[config.mk]
export PLATFORM = sky130hd
export DESIGN_NAME = mem_port_arbiter
export DESIGN_NICKNAME = d
export VERILOG_FILES = /design/src/rtl/mem_port_arbiter.sv
export SDC_FILE = /design/constraint.sdc
export NUM_CORES = 1
export LEC_CHECK = 0
export CAP_MARGIN = 15
export CORE_MARGIN = 10
export CORE_UTILIZATION = 17
export CTS_CLUSTER_SIZE = 30
export DETAILED_ROUTE_END_ITERATION = 12
export GPL_ROUTABILITY_DRIVEN = 0
export GPL_TIMING_DRIVEN = 0
export PLACE_DENSITY_LB_ADDON = 0.12
export SETUP_SLACK_MARGIN = 0.05
export SYNTH_ARGS = -nofsm -noshare
export SYNTH_HDL_FRONTEND = slang
export SYNTH_SLANG_ARGS = --single-unit
[constraint.sdc]
create_clock -name clk -period 1.03 [get_ports clk]
set_clock_uncertainty 0.05 [all_clocks]
set_input_delay 0.2575 -clock clk [delete_from_list [all_inputs] [get_ports clk]]
set_output_delay 0.2575 -clock clk [all_outputs]
set_load 0.01 [all_outputs]
[src/rtl/mem_port_arbiter.sv]
// Single-port RAM arbiter between instruction fetch and load/store, with one-cycle read return.
// Optional starvation guard for fetch is enabled by defining MEM_ARB_STARVE_GUARD_EN.
module mem_port_arbiter #(
  parameter int ADDR_W       = 10,
  parameter int DATA_W       = 32,
  parameter int STARVE_LIMIT = 3
) (
  input  logic              clk,
  input  logic              rst,
  input  logic              halted,
  input  logic              if_req,
  input  logic [ADDR_W-1:0] if_addr,
  output logic              if_gnt,
  output logic              if_valid,
  output logic [DATA_W-1:0] if_rdata,
  input  logic              dm_req,
  input  logic              dm_we,
  input  logic [ADDR_W-1:0] dm_addr,
  input  logic [DATA_W-1:0] dm_wdata,
  output logic              dm_gnt,
  output logic              dm_valid,
  output logic [DATA_W-1:0] dm_rdata,
  output logic              ram_en,
  output logic              ram_we,
  output logic [ADDR_W-1:0] ram_addr,
  output logic [DATA_W-1:0] ram_wdata,
  input  logic [DATA_W-1:0] ram_rdata,
  output logic              if_stall,
  output logic [1:0]        owner_dbg
);

  // Handshake: a requester holds req and its payload until it sees gnt in the
  // same cycle; exactly one cycle later the matching valid pulses once.
  typedef enum logic [1:0] {
    OWN_NONE = 2'd0,
    OWN_IF   = 2'd1,
    OWN_DM   = 2'd2
  } owner_e;

  owner_e owner_q, owner_d;
  logic   fetch_ok;
  logic   force_if;

  assign fetch_ok = if_req & ~halted & ~rst;

`ifdef MEM_ARB_STARVE_GUARD_EN
  localparam int CNT_W = (STARVE_LIMIT < 1) ? 1 : $clog2(STARVE_LIMIT + 1);
  logic [CNT_W-1:0] starve_q, starve_d;

  assign force_if = (starve_q == CNT_W'(STARVE_LIMIT));

  // Counts only cycles in which fetch could have gone but lost to data.
  always_comb begin
    starve_d = '0;
    if (fetch_ok && !if_gnt) begin
      starve_d = force_if ? starve_q : starve_q + CNT_W'(1);
    end
  end

  always_ff @(posedge clk or posedge rst) begin
    if (rst) starve_q <= '0;
    else     starve_q <= starve_d;
  end
`else
  assign force_if = 1'b0;
`endif

  always_comb begin
    if_gnt    = 1'b0;
    dm_gnt    = 1'b0;
    ram_en    = 1'b0;
    ram_we    = 1'b0;
    ram_addr  = if_addr;
    ram_wdata = dm_wdata;
    owner_d   = OWN_NONE;
    if (fetch_ok && (!dm_req || force_if)) begin
      if_gnt  = 1'b1;
      ram_en  = 1'b1;
      owner_d = OWN_IF;
    end else if (dm_req && !rst) begin
      dm_gnt   = 1'b1;
      ram_en   = 1'b1;
      ram_we   = dm_we;
      ram_addr = dm_addr;
      owner_d  = OWN_DM;
    end
  end

  always_ff @(posedge clk or posedge rst) begin
    if (rst) owner_q <= OWN_NONE;
    else     owner_q <= owner_d;
  end

  // Read data is passed straight through; the owner tag selects who sees valid.
  assign if_valid  = (owner_q == OWN_IF);
  assign dm_valid  = (owner_q == OWN_DM);
  assign if_rdata  = ram_rdata;
  assign dm_rdata  = ram_rdata;
  assign if_stall  = if_req & ~if_gnt;
  assign owner_dbg = owner_q;

endmodule

* Word-level counts from Yosys, hierarchy flattened
Index checks and enable logic that the tools add are counted.
** Word-level totals
- Register bits after elaboration :: 2
- Input bits :: 90
- Output and inout port bits :: 115
- Logic and storage cells :: 23
** Operators by class
- Eq/ne operators :: 2
- Muxes and demuxes :: 10
- Bitwise logic cells :: 6
- Reductions and logical operators :: 4
** Operator list (number)
- 2-to-1 mux 10 bit :: 2
- 2-to-1 mux 1 bit :: 6
- 2-to-1 mux 2 bit :: 2
- AND 1 bit :: 3
- inverter 1 bit :: 3
- == test 2 x 1 -> 1 bit, second input constant :: 1
- == test 2 bit, second input constant :: 1
- logical AND 1 bit :: 2
- logical NOT 1 bit :: 2

* Depth between registers and ports, before layout
Gate-level depths: netlist of the first run.
- Depth in word-level cells :: 7
- Gate-level depth with buffers :: 3
- Gate-level depth less buffers :: 2

* Least setup slack after synthesis of the first run
OpenSTA, ideal clock, no wires.
- Path type :: input to output
- From :: input port rst
- To :: output port ram_addr[0]
- Arrival time :: 0.837 ns
- Data required time :: 0.722 ns
- Path slack :: -0.114 ns
- Cell stages on the path :: 3
- Buffers on the path :: 1
- Path through :: nand2b_4 buf_6 mux2_4
** Between the ends
- Word-level cells in the longest chain between the ends :: 4
- Elaborated cells on any way between the ends :: 7
- Those cells by class :: mux (2); bitwise (2); reduce/logical (3)
** Ends and longest elaborated chain
- start, declared :: line 9 : input logic rst,
- logical NOT 1 bit (no line) / inverter 1 bit (equally long branches)
- logical AND 1 bit / AND 1 bit (equally long branches) :: line 80, 44
- 2-to-1 mux 10 bit / logical AND 1 bit (equally long branches) :: line 80, 76
- 2-to-1 mux 10 bit (*) :: line 76 : if (fetch_ok && (!dm_req || force_if)) begin
- end, declared :: line 25 : output logic [ADDR_W-1:0] ram_addr,
Every way passes the cells marked *; elsewhere a longest branch is shown, timed or not.

* Worst setup path after layout of the first run
- From :: input port rst
- To :: output port ram_addr[2]
Same word-level chain as after synthesis.

==> implementation parameters, run 1 <==
Parameter                              Value

Outcome
  Run status ... complete, but fails checks
  Violated checks ... setup timing

Synth
  Part of the Yosys area used for sequential elements ... 5.01%
  Post-synthesis xor/xnor area fraction ... 0%
  Number of warning messages in the yosys log ... 0
  Share of the synthesized area in compound gates (AO/OA/AOI/OAI) ... 0.751%
  Simple-gate portion of the synthesized area ... 5.63%
  Combinational family with the most area after synthesis ... buffers and inverters
  Syn Inst Count ... 120
  Mapped cell area ... 1000 um^2
  Mux share of post-synthesis cell area ... 14.6%
  Main area contributors after synthesis ... sky130_fd_sc_hd__buf_4 (72%), sky130_fd_sc_hd__mux2_4 (14%), sky130_fd_sc_hd__dfrtp_1 (5.0%)
  Mean Syn Cell Area ... 8.33 um^2
  Total of flip-flops plus latches after synthesis ... 2
  Area share of the largest cell type after synthesis ... 72.1%
  Net count after synthesis ... 210
  Adder-cell share of the synthesized area ... 0%
  Largest area contributor in the synthesized netlist ... sky130_fd_sc_hd__buf_4
  Cell variety after synth ... 12

Pwr
  Maximum ir drop on the vdd rail ... 0.342 mV
  Leakage Power ... 1.45 nW
  Total power ... 1.42 mW
  Ratio of total power to cell area ... 554 nW/um^2

Min path
  Path type of the worst min-delay path ... in2async

Worst setup path
  Startpoint types ... primary input
  Setup Crit Path Kind ... in2out
  Worst Setup End Kind ... output port
  Largest fanout on the critical path ... 5
  Data arrival time of the critical path ... 1.09 ns
  Required @ worst endpoint ... 0.72 ns

STA
  Setup-violating endpoint count in the final report ... 19
  Unrepaired setup endpoints after global routing ... yes
  Post-route worst setup slack ... -0.369 ns
  Final number of max-transition violations ... 0
  Final hold violation count ... 0
  WHS ... 0.257 ns
  Maximum clock frequency ... 715 MHz
  Fraction of the cycle the final worst path needs ... 136%
  Shortest clock period the worst path allows after layout ... 1.40 ns
  Rel. slew slack ... 90.0%
  Transition time at the pin with the least slew margin ... 0.150 ns

Floorplanning
  Io pins ... 205
  DIE WIDTH ... 96.7 um
  Area enclosed by the die boundary ... 9350 um^2
  Die boundary height ... 96.7 um
  Core footprint ... 5610 um^2
  Starting density of the core ... 17.8%
  Number of core rows ... 27

Drt
  Count of antenna-violating nets left after detailed routing ... 0
  Length of the first detailed-routing pass in iterations ... 2
  Vias post-DR ... 1232
  Drc violations ... 0
  Starting DRT DRC Count ... 4
  Routed length per instance ... 16.1 um
  Total Routed Length ... 5620 um
  Via/cell ratio ... 3.53

Clocking
  Master cell of the clock root buffer ... sky130_fd_sc_hd__clkbuf_8
  Number of sinks handled by clock tree synthesis ... 2
  Maximum level of the CTS H-tree ... 1
  Clock edge transition at the registers on the reported setup and hold paths ... 0.03 ns
  CTS tree ... yes
  Number of buffers created by CTS ... 3
  CTS Hold Bufs ... 0
  Max clock buf depth ... 2

Cells and area
  Commonest non-fill, non-tap cell in the layout ... sky130_fd_sc_hd__buf_4
  Final net count ... 369
  Number of antenna cells inserted ... 0
  Layout cell share with drive strength beyond 1 ... 54.9%
  Area Overhead vs Synth ... 156%
  Max reg flops ... 2
  Fillers ... 611
  Non-Filler Cell Area, Final ... 2560 um^2
  Leading cell types in the layout, fill and taps excluded ... sky130_fd_sc_hd__buf_4 (108), sky130_fd_sc_hd__dlygate4sd2_1 (97), sky130_fd_sc_hd__clkdlybuf4s50_1 (20)

Placement
  Number of buffers added on ports ... 140
  Placement-stage cell area ... 2490 um^2
  Detail Placement HPWL ... 5240 um

Global routing
  Initial antenna violation count ... 0
  Maximum number of pins on one net before global-route repair ... 6
  Global-route congestion overflow total ... 0
  Via count of the first global-routing pass ... 1328
  Overall track demand over capacity in global routing ... 11.0%
  Global-route wire length before repair ... 8210 um

Flow run
  Max cap viols ... 0
## per-stage QoR
| stage | instances | util (%) | setup WS, ns | setup TNS [ns] |
|---|---|---|---|---|
| 6_report | 349 | 45.6 | -0.369 | -4.87 |
| 5_1_grt | 349 | 45.6 | -0.389 | -5.34 |
| 4_1_cts | 347 | 45.1 | -0.371 | -5.18 |
| 3_5_place_dp | 332 | 44.4 | -1.20 | -31.72 |
| 3_3_place_gp | 332 | 44.4 | -1.21 | -31.91 |
| 2_1_floorplan | 120 | - | -0.114 | -1.03 |
## repair_timing
item | CTS | global route
gates cloned | 1 | 0
resized for setup | 212 | 10
pin swaps | 3 | 3
endpoints found under the setup margin | 117 | 20
buffers inserted | 11 | 3
endpoints found under the hold margin | 0 | 0
## worst max-delay path: stages
cell	delay, ns
sky130_fd_sc_hd__buf_8	0.09
sky130_fd_sc_hd__nand2b_4	0.17
sky130_fd_sc_hd__buf_12	0.15
sky130_fd_sc_hd__mux2_4	0.29
sky130_fd_sc_hd__buf_6	0.12
## cell type report
| type | count | area, um^2 | share of cell area [%] |
|---|---|---|---|
| Clock buffer | 3 | 41.3 | 1.61 |
| Tap cell | 72 | 90.1 | 3.52 |
| Multi-Input combinational cell | 19 | 229 | 8.94 |
| Timing Repair Buffer | 154 | 1400 | 54.5 |
| Sequential cell | 2 | 50.0 | 1.96 |
| Buffer | 97 | 741 | 28.9 |
| Inverter | 2 | 12.5 | 0.489 |
## power by group
part	switching, mW	total, mW	internal [mW]
Combinational	0.343	1.01	0.665
Sequential	0.00287	0.0851	0.0823
Clock	0.0761	0.325	0.248
## kinds of logic (layout without fill, tap and decap cells)
logic type	after synthesis	in the layout
AO/OA/AOI/OAI	1	1
buffers and inverters	99	256
flip-flops	2	2
multiplexers	10	10
AND/OR/NAND/NOR	8	8
## final timing paths
kind	slack, ns	startpoint	cells past startpoint	end
setup / recovery	-0.37	rst	5	ram_addr[2]
hold / removal	0.26	rst	6	owner_dbg[0]
max in group asynchronous	0.06	rst	12	owner_dbg[1]
min in group clk	0.26	if_req	2	owner_dbg[0]
## cell usage after synthesis
library cell / n
sky130_fd_sc_hd__inv_1: 2
sky130_fd_sc_hd__mux2_4: 9
sky130_fd_sc_hd__buf_4: 96
sky130_fd_sc_hd__nor2b_1: 4
sky130_fd_sc_hd__dfrtp_1: 2
sky130_fd_sc_hd__o21a_1: 1
sky130_fd_sc_hd__and2_1: 1
sky130_fd_sc_hd__nor3_1: 1
sky130_fd_sc_hd__nand2b_4: 1
sky130_fd_sc_hd__and3_1: 1
sky130_fd_sc_hd__mux2_2: 1
sky130_fd_sc_hd__buf_6: 1
## layer usage
metal	up-vias	GRT usage (%)	wire, um
li1	589	-	-
met1	526	8.27	1540
met2	112	21.1	3090
met3	5	8.16	939
met4	0	2.82	45
met5	-	0	0
Power figures use the tool's default switching activity.
==> run 2: changes to the inputs <==
CORE_UTILIZATION = 21   (was 17)
PLACE_DENSITY = 0.95   (was unset)
PLACE_DENSITY_LB_ADDON = unset   (was 0.12)
clock period = 1.71 ns   (was 1.03 ns; I/O delays follow)
==> run 2 against run 1 <==
Against the previous run: the flow still finishes with violations (setup timing); global-route usage rose by 0.96 points; cell area increased by 0.68%; count of clock-buffer cells in the layout unchanged; total power shrank 35%; non-clock buffer count is 11 lower; largest cell class unchanged.
==> implementation parameters, run 2 (same netlist as run 1, synthesis figures left out) <==
Parameter                              Value

Worst setup path
  Worst Setup End Kind ... output port
  Data arrival time of the critical path ... 1.28 ns
  Cell with the largest stage delay on the worst path ... sky130_fd_sc_hd__mux2_4
  Setup Crit Path Kind ... in2out
  Startpoint types ... primary input
  Highest cell delay on the worst timing path ... 0.30 ns
  Largest fanout on the critical path ... 5
  Cell-by-cell listing of the critical path ... buf_8 > nand2b_4 > buf_16 > mux2_4 > buf_6
  Startpoint of the worst setup timing path ... rst
  Required @ worst endpoint ... 1.23 ns

Drt
  Count of antenna-violating nets left after detailed routing ... 0
  Length of the first detailed-routing pass in iterations ... 2
  Vias post-DR ... 1196
  Via/cell ratio ... 3.74
  Starting DRT DRC Count ... 7
  Drc violations ... 0
  Total Routed Length ... 5700 um
  Routed length per instance ... 17.8 um

Clocking
  Number of buffers created by CTS ... 3
  CTS tree ... yes
  Number of sinks handled by clock tree synthesis ... 2
  Maximum level of the CTS H-tree ... 1
  Clock edge transition at the registers on the reported setup and hold paths ... 0.03 ns
  Master cell of the clock root buffer ... sky130_fd_sc_hd__clkbuf_8
  Max clock buf depth ... 2

Cells and area
  Max reg flops ... 2
  Area taken by flip-flops and latches ... 50.0 um^2
  Layout cell share with drive strength beyond 1 ... 50.0%
  Final net count ... 358
  Core Util, Final ... 55.3%
  Commonest non-fill, non-tap cell in the layout ... sky130_fd_sc_hd__clkdlybuf4s50_1
  Area Overhead vs Synth ... 158%
  Leading cell types in the layout, fill and taps excluded ... sky130_fd_sc_hd__clkdlybuf4s50_1 (118), sky130_fd_sc_hd__buf_4 (98), sky130_fd_sc_hd__buf_6 (11)
  Area of the multi-input gates ... 230 um^2
  Fillers ... 407
  Number of antenna cells inserted ... 0

STA
  Final hold violation count ... 0
  Setup-violating endpoint count in the final report ... 10
  Final number of max-transition violations ... 0
  Unrepaired setup endpoints after global routing ... yes
  WHS ... 0.0442 ns
  Shortest clock period the worst path allows after layout ... 1.75 ns
  Fraction of the cycle the final worst path needs ... 103%
  Rel. slew slack ... 88.9%
  Maximum clock frequency ... 570 MHz
  Post-route worst setup slack ... -0.0436 ns
  Transition time at the pin with the least slew margin ... 0.166 ns

Floorplanning
  Die boundary height ... 89.0 um
  Core footprint ... 4660 um^2
  DIE WIDTH ... 89.0 um
  Area enclosed by the die boundary ... 7920 um^2
  Starting density of the core ... 21.4%
  Io pins ... 205
  Number of core rows ... 25

Pwr
  Ratio of total power to cell area ... 356 nW/um^2
  Internal ... 0.667 mW
  Clk network pwr share ... 20.3%
  Switching power ... 0.250 mW
  Combinational share of power ... 74.1%
  Leakage Power ... 1.29 nW
  Sequential share of power ... 5.6%
  Sw Share ... 27.2%
  Maximum ir drop on the vdd rail ... 0.547 mV

Flow run
  Max cap viols ... 0

Outcome
  Run status ... complete, but fails checks
  Violated checks ... setup timing

Global routing
  Global-route congestion overflow total ... 0
  Maximum number of pins on one net before global-route repair ... 6
  Global-route wire length before repair ... 7270 um
  Via count of the first global-routing pass ... 1355
  Overall track demand over capacity in global routing ... 11.9%
  Initial antenna violation count ... 0

Placement
  Number of buffers added on ports ... 140
  Detail Placement HPWL ... 5330 um

Min path
  Path type of the worst min-delay path ... in2async
[run 2: cell count changes in the layout (fill, tap and decap cells not counted), sizes merged]
cell	before	now
clkdlybuf4s50	20	118
dlygate4sd2	97	4
buf	132	115
dlymetal6s2s	0	1
[run 2: final timing paths]
check / end / slack (ns) / cells after the start
setup / recovery: ram_addr[5] / -0.04 / 5
max in group asynchronous: owner_dbg[1] / 1.42 / 2
min in group clk: owner_dbg[0] / 0.53 / 3
hold / removal: owner_dbg[0] / 0.04 / 2
[run 2: layer usage]
layer | share of wire, % | track usage (%) | vias up
met4 | 1.4 | 3.03 | 0
met2 | 54 | 24.9 | 112
met1 | 24 | 7.81 | 511
met3 | 20 | 8.57 | 6
li1 | - | - | 567
met5 | 0 | 0 | -
[run 2: through the flow]
step	cells	setup WS [ns]	setup TNS, ns	power [mW]	cell area (um^2)
after global routing	320	-0.0642	-0.565	0.966	2580
after detailed placement	314	-0.862	-11.27	0.719	2470
after CTS	320	-0.0395	-0.319	0.932	2580
after floorplan	120	0.226	0	0.347	1000
final	320	-0.0436	-0.361	0.917	2580
after global placement	314	-0.832	-10.90	0.706	2470
[run 2: final cells by class]
class                      instances  area share (%)
clock buffer                       3            1.60
buffer                            97            28.7
inverter                           2           0.291
multi-input combinational         19            8.93
sequential                         2            1.94
tap                               54            2.62
timing repair buffer             143            55.9
[run 2: critical path, delay by kind of cell]
family        cells  cell delay (ns)
buf+inv           3             0.37
mux               1             0.30
simple gates      1             0.17
[run 2: power by group through the flow]
| stage | clock network, mW | registers (mW) | logic (mW) |
|---|---|---|---|
| after floorplan | 0 | 0.0520 | 0.295 |
| after global placement | 0 | 0.0514 | 0.655 |
| after detailed placement | 0 | 0.0516 | 0.668 |
| after CTS | 0.192 | 0.0511 | 0.689 |
| after global routing | 0.198 | 0.0513 | 0.717 |
| final | 0.187 | 0.0510 | 0.679 |
[run 2: repair_timing]
item / in CTS / in global routing
gates resized for setup: 93 / 3
hold buffers: 0 / 0
pin swaps: 2 / 0
cloned: 1 / 0
setup buffers: 2 / 0
endpoints found under the setup margin: 17 / 13
==> run 3: changes to the inputs <==
PLACE_DENSITY = 0.92   (was 0.95)
==> run 3 against run 2 <==
Against the previous run: the run still ends with setup timing left; fmax is 0.76% higher; global-route usage is 0.19 points lower; via count hardly changed; routed wire length is 0.30% lower; flip-flop and latch count stayed put; worst hold slack better by 0.12 ns; critical path depth stayed put; non-clock buffer count is 1 higher.
==> implementation parameters, run 3 (same netlist as run 1, synthesis figures left out) <==
Parameter                              Value

Outcome
  Run status ... complete, but fails checks
  Violated checks ... setup timing

STA
  Setup-violating endpoint count in the final report ... 10
  Fraction of the cycle the final worst path needs ... 102%
  WHS ... 0.165 ns
  Rel. slew slack ... 85.1%
  Shortest clock period the worst path allows after layout ... 1.74 ns
  Maximum clock frequency ... 575 MHz
  Final hold violation count ... 0
  Transition time at the pin with the least slew margin ... 0.223 ns
  Final number of max-transition violations ... 0
  Unrepaired setup endpoints after global routing ... yes
  Post-route worst setup slack ... -0.0304 ns

Cells and area
  Non-Filler Cell Area, Final ... 2570 um^2
  Leading cell types in the layout, fill and taps excluded ... sky130_fd_sc_hd__clkdlybuf4s50_1 (119), sky130_fd_sc_hd__buf_4 (99), sky130_fd_sc_hd__buf_6 (10)
  Layout cell share with drive strength beyond 1 ... 49.8%
  Fillers ... 411
  Commonest non-fill, non-tap cell in the layout ... sky130_fd_sc_hd__clkdlybuf4s50_1
  Final net count ... 359
  Max reg flops ... 2
  Area Overhead vs Synth ... 157%
  Core Util, Final ... 55.1%
  Number of antenna cells inserted ... 0

Worst setup path
  Startpoint types ... primary input
  Required @ worst endpoint ... 1.23 ns
  Cell-by-cell listing of the critical path ... buf_2 > nand2b_4 > buf_4 > mux2_2 > buf_6
  Startpoint of the worst setup timing path ... dm_req
  Timing endpoint of the critical path ... ram_addr[4]
  Highest cell delay on the worst timing path ... 0.33 ns
  Setup Crit Path Kind ... in2out
  Data arrival time of the critical path ... 1.26 ns
  Cell with the largest stage delay on the worst path ... sky130_fd_sc_hd__mux2_2
  Worst Setup End Kind ... output port
  Largest fanout on the critical path ... 4

Clocking
  Master cell of the clock root buffer ... sky130_fd_sc_hd__clkbuf_8
  CTS tree ... yes
  Number of buffers created by CTS ... 3
  Number of sinks handled by clock tree synthesis ... 2
  CTS Hold Bufs ... 0
  Clock edge transition at the registers on the reported setup and hold paths ... 0.03 ns
  Max clock buf depth ... 2
  Maximum level of the CTS H-tree ... 1

Pwr
  Leakage Power ... 1.26 nW
  Combinational share of power ... 73.8%
  Ratio of total power to cell area ... 356 nW/um^2
  Maximum ir drop on the vdd rail ... 0.334 mV
  Internal ... 0.665 mW
  Clk network pwr share ... 20.6%
  Switching power ... 0.248 mW
  Sw Share ... 27.2%
  Sequential share of power ... 5.6%

Placement
  Number of buffers added on ports ... 140
  Detail Placement HPWL ... 5260 um
  Placement-stage cell area ... 2470 um^2
  Post-place setup slack ... -0.837 ns

Global routing
  Via count of the first global-routing pass ... 1318
  Overall track demand over capacity in global routing ... 11.7%
  Global-route wire length before repair ... 7150 um
  Global-route congestion overflow total ... 0
  Maximum number of pins on one net before global-route repair ... 6
  Initial antenna violation count ... 0

Floorplanning
  Io pins ... 205
  Number of core rows ... 25
  Die boundary height ... 89.0 um
  Area enclosed by the die boundary ... 7920 um^2
  Starting density of the core ... 21.4%
  DIE WIDTH ... 89.0 um
  Core footprint ... 4660 um^2

Drt
  Count of antenna-violating nets left after detailed routing ... 0
  Via/cell ratio ... 3.72
  Routed length per instance ... 17.7 um
  Vias post-DR ... 1195
  Length of the first detailed-routing pass in iterations ... 2
  Total Routed Length ... 5680 um
  Drc violations ... 0
  Starting DRT DRC Count ... 15

Flow run
  Max cap viols ... 0

Min path
  Path type of the worst min-delay path ... in2async
run 3: changes by cell type in the layout (fill, tap and decap cells not counted), sizes merged:
| cell | before | now |
|---|---|---|
| clkdlybuf4s15 | 1 | 2 |
| dlymetal6s2s | 1 | 0 |
| clkbuf | 4 | 3 |
| buf | 115 | 116 |
| clkdlybuf4s50 | 118 | 119 |
run 3: worst min-delay path by stage:
| stage | start | cells after the start | slack (ns) | endpoint |
|---|---|---|---|---|
| 2_1_floorplan | rst | 1 | 0.13 | owner_dbg[0] |
| 3_3_place_gp | rst | 2 | 0.63 | owner_dbg[0] |
| 3_5_place_dp | rst | 2 | 0.64 | owner_dbg[0] |
| 4_1_cts | rst | 3 | 0.17 | owner_dbg[1] |
| 5_1_grt | rst | 3 | 0.16 | owner_dbg[1] |
| 6_report | rst | 3 | 0.16 | owner_dbg[1] |
run 3: metal layers:
| layer | part of all wire (%) | vias to the layer above | track usage [%] |
|---|---|---|---|
| met1 | 23 | 512 | 7.50 |
| met3 | 21 | 2 | 8.20 |
| met5 | 0 | - | 0 |
| li1 | - | 571 | - |
| met4 | 0.16 | 0 | 2.60 |
| met2 | 56 | 110 | 25.1 |
run 3: power groups by stage:
| stage | Sequential, mW | Combinational, mW | Clock [mW] |
|---|---|---|---|
| final | 0.0509 | 0.675 | 0.188 |
| after global placement | 0.0512 | 0.655 | 0 |
| after floorplan | 0.0520 | 0.295 | 0 |
| after CTS | 0.0510 | 0.688 | 0.188 |
| after global routing | 0.0511 | 0.711 | 0.198 |
| after detailed placement | 0.0513 | 0.666 | 0 |
run 3: area by class of cell:
class	count	area [um^2]	share of cell area, %
multi-input cells	19	218	8.47
plain buffers	96	721	28.0
clock buffers	3	41.3	1.61
flip-flops and latches	2	50.0	1.95
inverters	2	7.51	0.292
well taps	54	67.6	2.63
repair buffers	145	1470	57.0
run 3: stage by stage:
step / std cells / setup TNS, ns / power (mW)
after floorplan: 120 / 0 / 0.347
after global placement: 314 / -10.74 / 0.706
after detailed placement: 314 / -11.00 / 0.717
after CTS: 321 / -0.791 / 0.926
after global routing: 321 / -0.472 / 0.960
final: 321 / -0.235 / 0.914
run 3: timing repair:
item | CTS | global route
pin swaps | 2 | 1
setup endpoints to repair | 17 | 14
cloned | 1 | 0
resized for setup | 86 | 1
buffers inserted | 3 | 1
run 3: critical path, delay by kind of cell:
kind | cells | cell delay, ns
mux | 1 | 0.33
simple gates | 1 | 0.12
buf+inv | 3 | 0.38
